===== config.mk =====
export PLATFORM = sky130hd
export DESIGN_NAME = ysyx_22041211_pipe_buf
export DESIGN_NICKNAME = d
export VERILOG_FILES = /design/src/rtl/ysyx_22041211_pipe_buf.sv
export SDC_FILE = /design/constraint.sdc
export NUM_CORES = 1
export LEC_CHECK = 0
export BUFFER_PORTS_ARGS = -buffer_cell sky130_fd_sc_hd__buf_2
export CAP_MARGIN = 20
export CORE_ASPECT_RATIO = 2
export CORE_MARGIN = 4
export CORE_UTILIZATION = 40
export DETAILED_ROUTE_END_ITERATION = 8
export GPL_ROUTABILITY_DRIVEN = 0
export PLACE_DENSITY = 0.67
export SYNTH_ARGS = -nofsm -noshare
export SYNTH_HDL_FRONTEND = slang
export SYNTH_SLANG_ARGS = --single-unit

===== constraint.sdc =====
create_clock -name clk -period 4.25 [get_ports clk]
set_input_delay 1.275 -clock clk [delete_from_list [all_inputs] [get_ports clk]]
set_output_delay 1.275 -clock clk [all_outputs]
set_load 0.03 [all_outputs]

===== src/rtl/ysyx_22041211_pipe_buf.sv =====
// ysyx_22041211_pipe_buf: parametrised valid/ready FIFO between core pipeline stages.
// One instance sits on each stage boundary and carries the packed stage bundle.
// A redirect flush drops every held entry at the next edge; the asynchronous
// active-low reset drops them immediately.
// Optional feature macro: YSYX_22041211_PIPE_BUF_BYPASS_EN
//   defined   -> cut-through from in_* to out_* while the buffer is empty
//   undefined -> outputs come from storage only, minimum latency one cycle
module ysyx_22041211_pipe_buf #(
    parameter int DATA_LEN = 32,
    parameter int DEPTH    = 2
) (
    input  logic                         clk,
    input  logic                         rst,
    input  logic                         flush_i,
    input  logic                         in_valid_i,
    output logic                         in_ready_o,
    input  logic [DATA_LEN-1:0]          in_data_i,
    output logic                         out_valid_o,
    input  logic                         out_ready_i,
    output logic [DATA_LEN-1:0]          out_data_o,
    output logic [$clog2(DEPTH+1)-1:0]   count_o
);

    localparam int CNT_W = $clog2(DEPTH + 1);
    localparam int PTR_W = (DEPTH > 1) ? $clog2(DEPTH) : 1;

    localparam logic [CNT_W-1:0] FULL_CNT = CNT_W'(DEPTH);
    localparam logic [PTR_W-1:0] LAST_PTR = PTR_W'(DEPTH - 1);

    // Entry storage; contents are never reset, occupancy tracking alone decides validity.
    logic [DATA_LEN-1:0] mem [DEPTH];

    logic [PTR_W-1:0] rd_ptr;
    logic [PTR_W-1:0] wr_ptr;
    logic [CNT_W-1:0] count;

    logic empty;
    logic full;
    logic cut_through;
    logic push;
    logic pop;
    logic store;
    logic retire;

    // Pointers wrap by explicit compare so any DEPTH works, not only powers of two.
    function automatic logic [PTR_W-1:0] ptr_inc(input logic [PTR_W-1:0] p);
        return (p == LAST_PTR) ? '0 : p + PTR_W'(1);
    endfunction

    assign empty = (count == '0);
    assign full  = (count == FULL_CNT);

    // Ready depends on occupancy only: no combinational path from out_ready_i,
    // so a pop while full does not open a slot in the same cycle.
    assign in_ready_o = ~full;

`ifdef YSYX_22041211_PIPE_BUF_BYPASS_EN
    // Empty buffer forwards the upstream payload straight through. Gated by rst
    // so the outputs keep their reset values while reset is held.
    assign cut_through = empty & in_valid_i & ~flush_i & rst;
`else
    assign cut_through = 1'b0;
`endif

    assign out_valid_o = (~empty | cut_through) & ~flush_i;
    assign out_data_o  = (~empty)    ? mem[rd_ptr] :
                         cut_through ? in_data_i   : '0;
    assign count_o     = count;

    assign push = in_valid_i & in_ready_o & ~flush_i;
    assign pop  = out_valid_o & out_ready_i;

    // A cut-through entry consumed in the same cycle never touches storage.
    assign store  = push & ~(cut_through & out_ready_i);
    assign retire = pop & ~empty;

    // Write accepted payloads into the tail slot.
    always_ff @(posedge clk) begin
        if (store) begin
            mem[wr_ptr] <= in_data_i;
        end
    end

    // Pointer and occupancy state: reset and flush both empty the buffer, reset first.
    always_ff @(posedge clk or negedge rst) begin
        if (!rst) begin
            rd_ptr <= '0;
            wr_ptr <= '0;
            count  <= '0;
        end else if (flush_i) begin
            rd_ptr <= '0;
            wr_ptr <= '0;
            count  <= '0;
        end else begin
            if (store) begin
                wr_ptr <= ptr_inc(wr_ptr);
            end
            if (retire) begin
                rd_ptr <= ptr_inc(rd_ptr);
            end
            unique case ({store, retire})
                2'b10:   count <= count + CNT_W'(1);
                2'b01:   count <= count - CNT_W'(1);
                default: count <= count;
            endcase
        end
    end

endmodule

==> out/metrics.yaml, run 1 <==
clocking:
  cts_root_buffer: "clkbuf_16"
  cts_hold_buf: 0
  h-tree-depth: 3
  cts.sinks: 68
  clock_latency_ps: 320
  cts_resized: 0
  numCtsBuffers: 9
  cts_tree: "built"
  clk_path_buf_depth: 2
  path_clk_slew_ps: 50
  cts_setup_buffers: 0
sta:
  rsz0062_at_grt: "false"
  slew_violations: 0
  worst_clock_skew_ps: 6.22
  setup_ws_ps: 1030
  relSlewSlack: 0.338
  worstMarginPinSlew_ps: 993
  max_freq_ghz: 0.311
  finalSetupViolations: 0
  hold_viol: 0
  tns_ps: 0
  post-route-min-period_ps: 3220
  min_period_over_period: 0.757
critical_path:
  cp-end-kind: "output port"
  critical_path_class: "reg2out"
  startpoint: "count_o[1]$_DFFE_PN0P_"
  r2r_start: "count_o[1]$_DFFE_PN0P_"
  critical_path_peak_fanout: 18
  arrival_ps: 1940
  worstPathRequired_ps: 2970
  start_kind: "flip-flop"
cells_and_area:
  layout-drive-gt1-share: 0.376
  final_nets: 278
  nFillCells: 591
  area_growth_pct: 27.0
  final_cell_mix: "buf_2 (72), edfxtp_1 (64), nor2_1 (34)"
  diodes: 0
  final_common_cell: "buf_2"
  final-seq-area_mm2: 0.00202
  instances_no_fill: 331
  multi_input_area_um2: 578
yosys:
  avgSynthCellArea_um2: 16.3
  synthArstFlopShare: 0.0588
  ys.flop_type: "edfxtp_1"
  synth_fp_nets: 199
  synth_top_area_share: 0.729
  syn_inst: 162
  synth.yosys.seq_area_share: 0.767
  synth_area_leaders: "edfxtp_1 (73%), mux2i_1 (13%), nor2_1 (5.0%)"
  synth_cell_types: 20
  synth_area_leader_cell: "edfxtp_1"
  synth_edf_count: 64
  synth_area_mm2: 0.00264
  synth_seq_cells: 68
  yosys_warnings: 0
pwr:
  leakagePower_uw: 0.00129
  peakVddDrop_mv: 0.273
  seqPwrFrac: 0.496
  p_int_uw: 1210
  power_frac_clock: 0.391
  powerDensity_mw_per_mm2: 472
  swShare: 0.235
  switchingPower_uw: 371
  combPwrFrac: 0.112
global_routing:
  grt_overflow: 0
  antenna_found_initial: 0
  grt_pass1_wl_um: 7330
  grt_pass1_vias: 1525
  grt_util_all_layers: 0.131
  grt_max_degree: 34
detailed_routing:
  vias: 1541
  viasPerCell: 4.66
  post_drt_wl_per_cell_um: 15.1
  drcViolationCount: 0
  drt-initial-drc-count: 66
  routed_wl_um: 4990
  drt_first_pass_iters: 3
  ant_nets: 0
die:
  die_area_mm2: 0.00804
  num_rows: 41
  ios: 73
  die_h_um: 123
  die_x_um: 65.4
  initial_core_util: 0.415
  core_area_mm2: 0.00636
flow_run:
  maxCapViolations: 0
place:
  placed_cells: 316
  place_ws_ps: 1240
  dp_hpwl_um: 3270
  io_buffers: 72
run_status:
  outcome: "finished clean"
worst_hold_path:
  hold_class: "reg2reg"
  min_from: "wr_ptr$_DFFE_PN0P_"
worst paths after layout:
path	cells past startpoint	to	slack (ps)
worst max-delay path	4	out_data_o[28]	1030
min in group asynchronous	1	wr_ptr$_DFFE_PN0P_	750
max in group asynchronous	1	rd_ptr$_DFFE_PN0P_	3360
worst min-delay path	2	wr_ptr$_DFFE_PN0P_	600
worst max register to register	5	mem[1][30]$_DFFE_PP_	2460
worst min register to register	2	wr_ptr$_DFFE_PN0P_	600
through the flow:
| step | utilization | cell area, um2 | hold WS [ps] | power, uW |
|---|---|---|---|---|
| 2_1_floorplan | - | 2640 | 529 | 913 |
| 3_3_place_gp | 0.487 | 3100 | 567 | 975 |
| 3_5_place_dp | 0.487 | 3100 | 595 | 980 |
| 4_1_cts | 0.527 | 3350 | 603 | 1610 |
| 5_1_grt | 0.527 | 3350 | 647 | 1640 |
| 6_report | 0.527 | 3350 | 600 | 1580 |
cells in the mapped netlist (2+ instances only):
library cell / n
a21oi_1: 4
buf_2: 4
buf_4: 3
dfrtp_1: 4
edfxtp_1: 64
mux2i_1: 33
nor2_1: 35
nor3b_1: 2
o21ai_0: 2
state kept, by name (all words and copies together) (netlist names):
register / cells
mem: 64
count_o: 2
rd_ptr: 1
wr_ptr: 1
power groups by stage:
stage	registers, uW	clock network, uW	logic, uW
floorplan	785	0	128
global placement	796	0	178
detailed placement	798	0	181
CTS	785	639	182
global route	788	664	193
finish	785	619	178
metal layers:
layer / up-vias / part of all wire / GRT usage
met4: 0 / 0.026 / 0.0779
met2: 43 / 0.55 / 0.223
met5: - / 0 / 0
li1: 753 / - / -
met1: 734 / 0.36 / 0.133
met3: 11 / 0.056 / 0.0495
cells by family (layout without fill, tap and decap cells):
family,count (synthesis),count (layout),synth area share
buffers and inverters,9,92,0.0190
xor gates and xnor gates,1,1,0.00332
AOI/OAI and AO/OA,8,8,0.0171
muxes,33,33,0.125
DFF,68,68,0.767
and+or+nand+nor,43,43,0.0688
layout make-up:
type                            instances  share of cell area
Sequential cell                        68               0.604
Inverter                                2             0.00224
Clock buffer                           11              0.0695
Multi-Input combinational cell         85               0.173
Tap cell                               86              0.0321
Timing Repair Buffer                   75               0.114
Clock inverter                          4             0.00523
critical path: stages (launching register included):
cell	delay, ps
dfrtp_1	450
nor2_2	560
buf_4	350
nor2_1	80
buf_2	180
Power figures use the tool's default switching activity.
==> inputs of run 2 (changes only) <==
PLACE_DENSITY = 0.69   (was 0.67)
clock period = 2.6 ns   (was 4.25 ns; I/O delays follow)
==> out/metrics.yaml, run 2 (synthesized netlist as in run 1, its figures left out) <==
die:
  initial_core_util: 0.415  # unchanged
  die_x_um: 65.4  # unchanged
  ios: 73  # unchanged
  num_rows: 41  # unchanged
  core_area_mm2: 0.00636  # unchanged
  die_area_mm2: 0.00804  # unchanged
  die_h_um: 123  # unchanged
flow_run:
  maxCapViolations: 0  # unchanged
critical_path:
  worstPathRequired_ps: 1820  # was 2970 ps
  start_kind: "flip-flop"  # unchanged
  cp-end-kind: "output port"  # unchanged
  critical_path_peak_fanout: 13  # was 18
  critical_path_class: "reg2out"  # unchanged
  reg2reg_slack_ps: 880  # was 2460 ps
  arrival_ps: 1530  # was 1940 ps
  r2r_start: "count_o[1]$_DFFE_PN0P_"  # unchanged
  r2r_cells: 5  # unchanged
  r2r-end: "mem[1][26]$_DFFE_PP_"  # was mem[1][30]$_DFFE_PP_
cells_and_area:
  diodes: 0  # unchanged
  top_register: "mem"  # unchanged
  design_area_mm2: 0.00349  # was 0.00335 mm2
  layout-drive-gt1-share: 0.392  # was 0.376
  final_nets: 282  # was 278
  final_common_cell: "buf_2"  # unchanged
  area_growth_pct: 32.2  # was 27.0%
  final_cell_mix: "buf_2 (72), edfxtp_1 (64), nor2_1 (34)"  # unchanged
  largest_reg_flops: 64  # unchanged
pwr:
  powerDensity_mw_per_mm2: 808  # was 472 mW/mm2
  leakagePower_uw: 0.00135  # was 0.00129 uW
  peakVddDrop_mv: 0.567  # was 0.273 mV
clocking:
  cts_root_buffer: "clkbuf_16"  # unchanged
  cts.sinks: 68  # unchanged
  cts_resized: 0  # unchanged
  h-tree-depth: 3  # unchanged
  cts_tree: "built"  # unchanged
  clk_path_buf_depth: 2  # unchanged
  path_clk_slew_ps: 50  # about the same
  cts_setup_buffers: 0  # unchanged
  clock_latency_ps: 320  # about the same
  cts_hold_buf: 0  # unchanged
  numCtsBuffers: 9  # unchanged
sta:
  relSlewSlack: 0.781  # was 0.338
  tns_ps: 0  # unchanged
  finalSetupViolations: 0  # unchanged
  worst_clock_skew_ps: 4.07  # was 6.22 ps
  max_freq_ghz: 0.433
  min_period_over_period: 0.889
  worstMarginPinSlew_ps: 329  # was 993 ps
  hold_viol: 0  # unchanged
  post-route-min-period_ps: 2310
  slew_violations: 0  # unchanged
  rsz0062_at_grt: "false"  # unchanged
run_status:
  outcome: "finished clean"  # unchanged
detailed_routing:
  routed_wl_um: 4950  # was 4990 um
  drt-initial-drc-count: 40  # was 66
  vias: 1564  # was 1541
  ant_nets: 0  # unchanged
  viasPerCell: 4.65  # was 4.66
  drcViolationCount: 0  # unchanged
  post_drt_wl_per_cell_um: 14.7  # was 15.1 um
  drt_first_pass_iters: 4  # was 3
global_routing:
  grt_max_degree: 33  # was 34
  grt_util_all_layers: 0.133  # was 0.131
  grt_overflow: 0  # unchanged
  antenna_found_initial: 0  # unchanged
  grt_pass1_vias: 1567  # was 1525
  grt_pass1_wl_um: 7610  # was 7330 um
place:
  io_buffers: 72  # unchanged
  placed_area_mm2: 0.00318  # was 0.00310 mm2
  dp_hpwl_um: 3470  # was 3270 um
worst_hold_path:
  hold_class: "in2async"  # was reg2reg
run 2: cell types whose count changed in the layout (fill, tap and decap cells not counted), sizes merged:
cell / before / now
clkbuf: 11 / 9
clkinv: 4 / 5
bufinv: 0 / 2
buf: 75 / 79
run 2: worst max-delay path by stage:
stage | slack, ps | start | to | cells past startpoint
after floorplan | 100 | count_o[1]$_DFFE_PN0P_ | mem[1][0]$_DFFE_PP_ | 4
after global placement | 580 | flush_i | out_valid_o | 3
after detailed placement | 570 | flush_i | out_valid_o | 3
after CTS | 250 | rd_ptr$_DFFE_PN0P_ | out_data_o[14] | 4
after global routing | 200 | rd_ptr$_DFFE_PN0P_ | out_data_o[15] | 4
final | 290 | rd_ptr$_DFFE_PN0P_ | out_data_o[14] | 4
run 2: where the power goes:
group / leakage [uW] / total, uW / internal, uW / switching, uW
sequential: 0.000639 / 1270 / 1250 / 21.2
clock: 0.000152 / 1230 / 824 / 404
combinational: 0.000561 / 323 / 117 / 206
run 2: layout make-up:
cell class / count / area (um2)
tap: 86 / 108
sequential: 68 / 2020
multi-input combinational: 85 / 591
fill: 564 / 2880
timing repair buffer: 79 / 450
clock inverter: 7 / 81.3
clock buffer: 9 / 225
inverter: 2 / 7.51
run 2: metal layers:
layer / global-route usage / up-vias / wire, um
met5: 0 / - / 0
met2: 0.225 / 42 / 2790
met3: 0.0540 / 6 / 277
met4: 0.0623 / 0 / 86
met1: 0.140 / 752 / 1790
li1: - / 764 / -
run 2: stage by stage:
step | power [uW] | util | hold slack (ps) | setup slack [ps] | std cells
CTS | 2850 | 0.548 | 252 | 245 | 336
global placement | 1610 | 0.500 | 597 | 577 | 320
global route | 2930 | 0.548 | 254 | 197 | 336
floorplan | 1490 | - | 484 | 98.6 | 162
detailed placement | 1620 | 0.500 | 600 | 571 | 320
finish | 2820 | 0.548 | 261 | 289 | 336
run 2: critical path, cell delays in order, from the launching register on:
cell	delay, ps
dfrtp_2	560
buf_12	210
mux2i_1	210
nor2_1	50
buf_2	180
==> inputs of run 3 (changes only) <==
ABC_AREA = 1   (was default)
BUFFER_PORTS_ARGS = default   (was -buffer_cell sky130_fd_sc_hd__buf_2)
DONT_BUFFER_PORTS = 1   (was default)
PLACE_DENSITY = 0.59   (was 0.69)
==> out/metrics.yaml, run 3 <==
run_status:
  outcome: "finished clean"  # unchanged
yosys:
  synth_top_area_share: 0.726  # was 0.729
  synth_area_leaders: "edfxtp_1 (73%), nand2_1 (11%), a21oi_1 (6.1%)"  # was edfxtp_1 (73%), mux2i_1 (13%), nor2_1 (5.0%)
  muxShareOfSynthArea: 0  # was 0.125
  synthMostInstantiatedCell: "nand2_1"  # was edfxtp_1
  yosys_warnings: 0  # unchanged
  synth_fp_nets: 247  # was 199
  syn_inst: 210  # was 162
  synth-compound-area-share: 0.0676  # was 0.0171
  synthAdderAreaFrac: 0  # unchanged
  synth.yosys.seq_area_share: 0.764  # was 0.767
  synth_seq_cells: 68  # unchanged
  synth_area_leader_cell: "edfxtp_1"  # unchanged
  synth_edf_count: 64  # unchanged
  synthArstFlopShare: 0.0588  # unchanged
  ys.flop_type: "edfxtp_1"  # unchanged
  yosys.area_share.simple: 0.139  # was 0.0688
  synth_common_cells: "nand2_1 (78), edfxtp_1 (64), a21oi_1 (32)"  # was edfxtp_1 (64), nor2_1 (35), mux2i_1 (33)
  synth_cell_types: 19  # was 20
  synth_area_mm2: 0.00265  # was 0.00264 mm2
  synth_top_family_by_area: "simple AND/OR/NAND/NOR gates"  # was multiplexers
  synth_xor_area_frac: 0  # was 0.00332
  avgSynthCellArea_um2: 12.6  # was 16.3 um2
global_routing:
  antenna_found_initial: 0  # unchanged
  grt_overflow: 0  # unchanged
  grt_pass1_wl_um: 8180  # was 7610 um
  grt_util_all_layers: 0.144  # was 0.133
  grt_max_degree: 22  # was 33
  grt_pass1_vias: 1665  # was 1567
worst_hold_path:
  hold_class: "in2async"  # unchanged
sta:
  hold_viol: 0  # unchanged
  max_freq_ghz: 0.414  # was 0.433 GHz
  slew_violations: 0  # unchanged
  tns_ps: 0  # unchanged
  post-route-min-period_ps: 2410  # was 2310 ps
  finalSetupViolations: 0  # unchanged
  relSlewSlack: 0.709  # was 0.781
  worst_clock_skew_ps: 3.31  # was 4.07 ps
  min_period_over_period: 0.929  # was 0.889
  rsz0062_at_grt: "false"  # unchanged
  worstMarginPinSlew_ps: 436  # was 329 ps
critical_path:
  critical_path_class: "reg2out"  # unchanged
  cp_top_family: "flip-flops"  # unchanged
  cp_num_buf_inv: 2  # unchanged
  critical_path_peak_fanout: 21  # was 13
  path_cells: "nor2_2, buf_4, a21oi_1, buf_4"  # was buf_12, mux2i_1, nor2_1, buf_2
  cp_common_cell: "buf_4"
  max_stage_delay_ps: 600  # was 560 ps
  cp-end-kind: "output port"  # unchanged
  start_kind: "flip-flop"  # unchanged
  cp_slowest_cell: "dfrtp_1"  # was dfrtp_2
  worstPathRequired_ps: 1820  # about the same
  arrival_ps: 1630  # was 1530 ps
cells_and_area:
  largest_reg_flops: 64  # unchanged
  final_cell_mix: "nand2_1 (78), edfxtp_1 (64), buf_4 (42)"  # was buf_2 (72), edfxtp_1 (64), nor2_1 (34)
  final_common_cell: "nand2_1"  # was buf_2
  final-seq-area_mm2: 0.00202  # about the same
  top_register: "mem"  # unchanged
  area_growth_pct: 25.7  # was 32.2%
  instances_no_fill: 344  # was 336
  final_nets: 290  # was 282
  nFillCells: 578  # was 564
  multi_input_area_um2: 559  # was 591 um2
  diodes: 0  # unchanged
  layout-drive-gt1-share: 0.252  # was 0.392
detailed_routing:
  drt_first_pass_iters: 3  # was 4
  vias: 1596  # was 1564
  drcViolationCount: 0  # unchanged
  viasPerCell: 4.64  # was 4.65
  drt-initial-drc-count: 47  # was 40
  post_drt_wl_per_cell_um: 14.9  # was 14.7 um
  ant_nets: 0  # unchanged
  routed_wl_um: 5120  # was 4950 um
flow_run:
  maxCapViolations: 0  # unchanged
clocking:
  cts_tree: "built"  # unchanged
  numCtsBuffers: 9  # unchanged
  cts_setup_buffers: 0  # unchanged
  clock_latency_ps: 320  # about the same
  cts.sinks: 68  # unchanged
  h-tree-depth: 3  # unchanged
  cts_root_buffer: "clkbuf_16"  # unchanged
  cts_hold_buf: 0  # unchanged
  cts_resized: 0  # unchanged
  path_clk_slew_ps: 50  # about the same
  clk_path_buf_depth: 2  # unchanged
die:
  num_rows: 41  # unchanged
  die_h_um: 123  # about the same
  core_area_mm2: 0.00636  # unchanged
  initial_core_util: 0.416  # was 0.415
  die_x_um: 65.5  # was 65.4 um
  ios: 73  # unchanged
  die_area_mm2: 0.00806  # was 0.00804 mm2
place:
  dp_hpwl_um: 3710  # was 3470 um
  placed_cells: 328  # was 320
  io_buffers: 0  # was 72
pwr:
  peakVddDrop_mv: 0.816  # was 0.567 mV
  leakagePower_uw: 0.00128  # was 0.00135 uW
  powerDensity_mw_per_mm2: 1200  # was 808 mW/mm2
## run 3: changes by cell type in the layout (fill, tap and decap cells not counted), sizes merged, moves of 2 or more
cell / previous run / this run
nor2: 35 / 3
nand3: 0 / 3
clkinv: 5 / 2
inv: 2 / 8
mux2i: 33 / 0
buf: 79 / 42
nand2: 1 / 81
a21oi: 4 / 33
nor3b: 2 / 0
clkinvlp: 0 / 4
## run 3: path summary, 6_finish.rpt
kind                                        start  slack [ps]                      to  depth (start not counted)
min                                           rst         150  count_o[0]$_DFFE_PN0P_                          0
max reg2reg                count_o[0]$_DFFE_PN0P_         770     mem[0][7]$_DFFE_PP_                          7
max                        count_o[1]$_DFFE_PN0P_         190           out_data_o[5]                          4
min in group clk                     in_data_i[2]         550     mem[0][2]$_DFFE_PP_                          0
max in group asynchronous                     rst        2380      wr_ptr$_DFFE_PN0P_                          0
min reg2reg                    wr_ptr$_DFFE_PN0P_         580      wr_ptr$_DFFE_PN0P_                          2
## run 3: through the flow
| step | hold WS (ps) | cell area (um2) | setup WS (ps) | total power, uW | util |
|---|---|---|---|---|---|
| floorplan | 484 | 2660 | 447 | 2380 | - |
| global placement | 485 | 3030 | 534 | 2890 | 0.477 |
| detailed placement | 485 | 3030 | 507 | 2910 | 0.477 |
| CTS | 134 | 3330 | 150 | 4060 | 0.523 |
| global route | 129 | 3330 | 41.5 | 4220 | 0.523 |
| finish | 151 | 3330 | 186 | 3990 | 0.523 |
## run 3: power by group
| part | total (uW) | switching, uW | internal, uW |
|---|---|---|---|
| clock | 1140 | 405 | 733 |
| sequential | 1400 | 83.5 | 1320 |
| combinational | 1460 | 994 | 463 |
| total | 3990 | 1480 | 2510 |
## run 3: cell type report
type	count	area share
clock buffers	9	0.0677
well taps	86	0.0323
inverters	8	0.00903
multi-input cells	124	0.168
flip-flops and latches	68	0.608
clock inverters	7	0.0203
repair buffers	42	0.0948
## run 3: worst reg2reg max path, delay by kind of cell, from the launching register on
family / cells / cell delay (ps)
buf+inv: 3 / 420
flops: 1 / 610
simple gates: 4 / 480
## run 3: layer usage
metal	wire, um	up-vias	GRT usage
met5	0	-	0
met4	157	0	0.0909
met3	435	9	0.0691
met2	2870	44	0.235
met1	1660	729	0.144
li1	-	814	-
## run 3: cells by family after synthesis
group	after synthesis
AND/OR/NAND/NOR	89
AO/OA/AOI/OAI	35
flip-flops	68
buffers and inverters	18
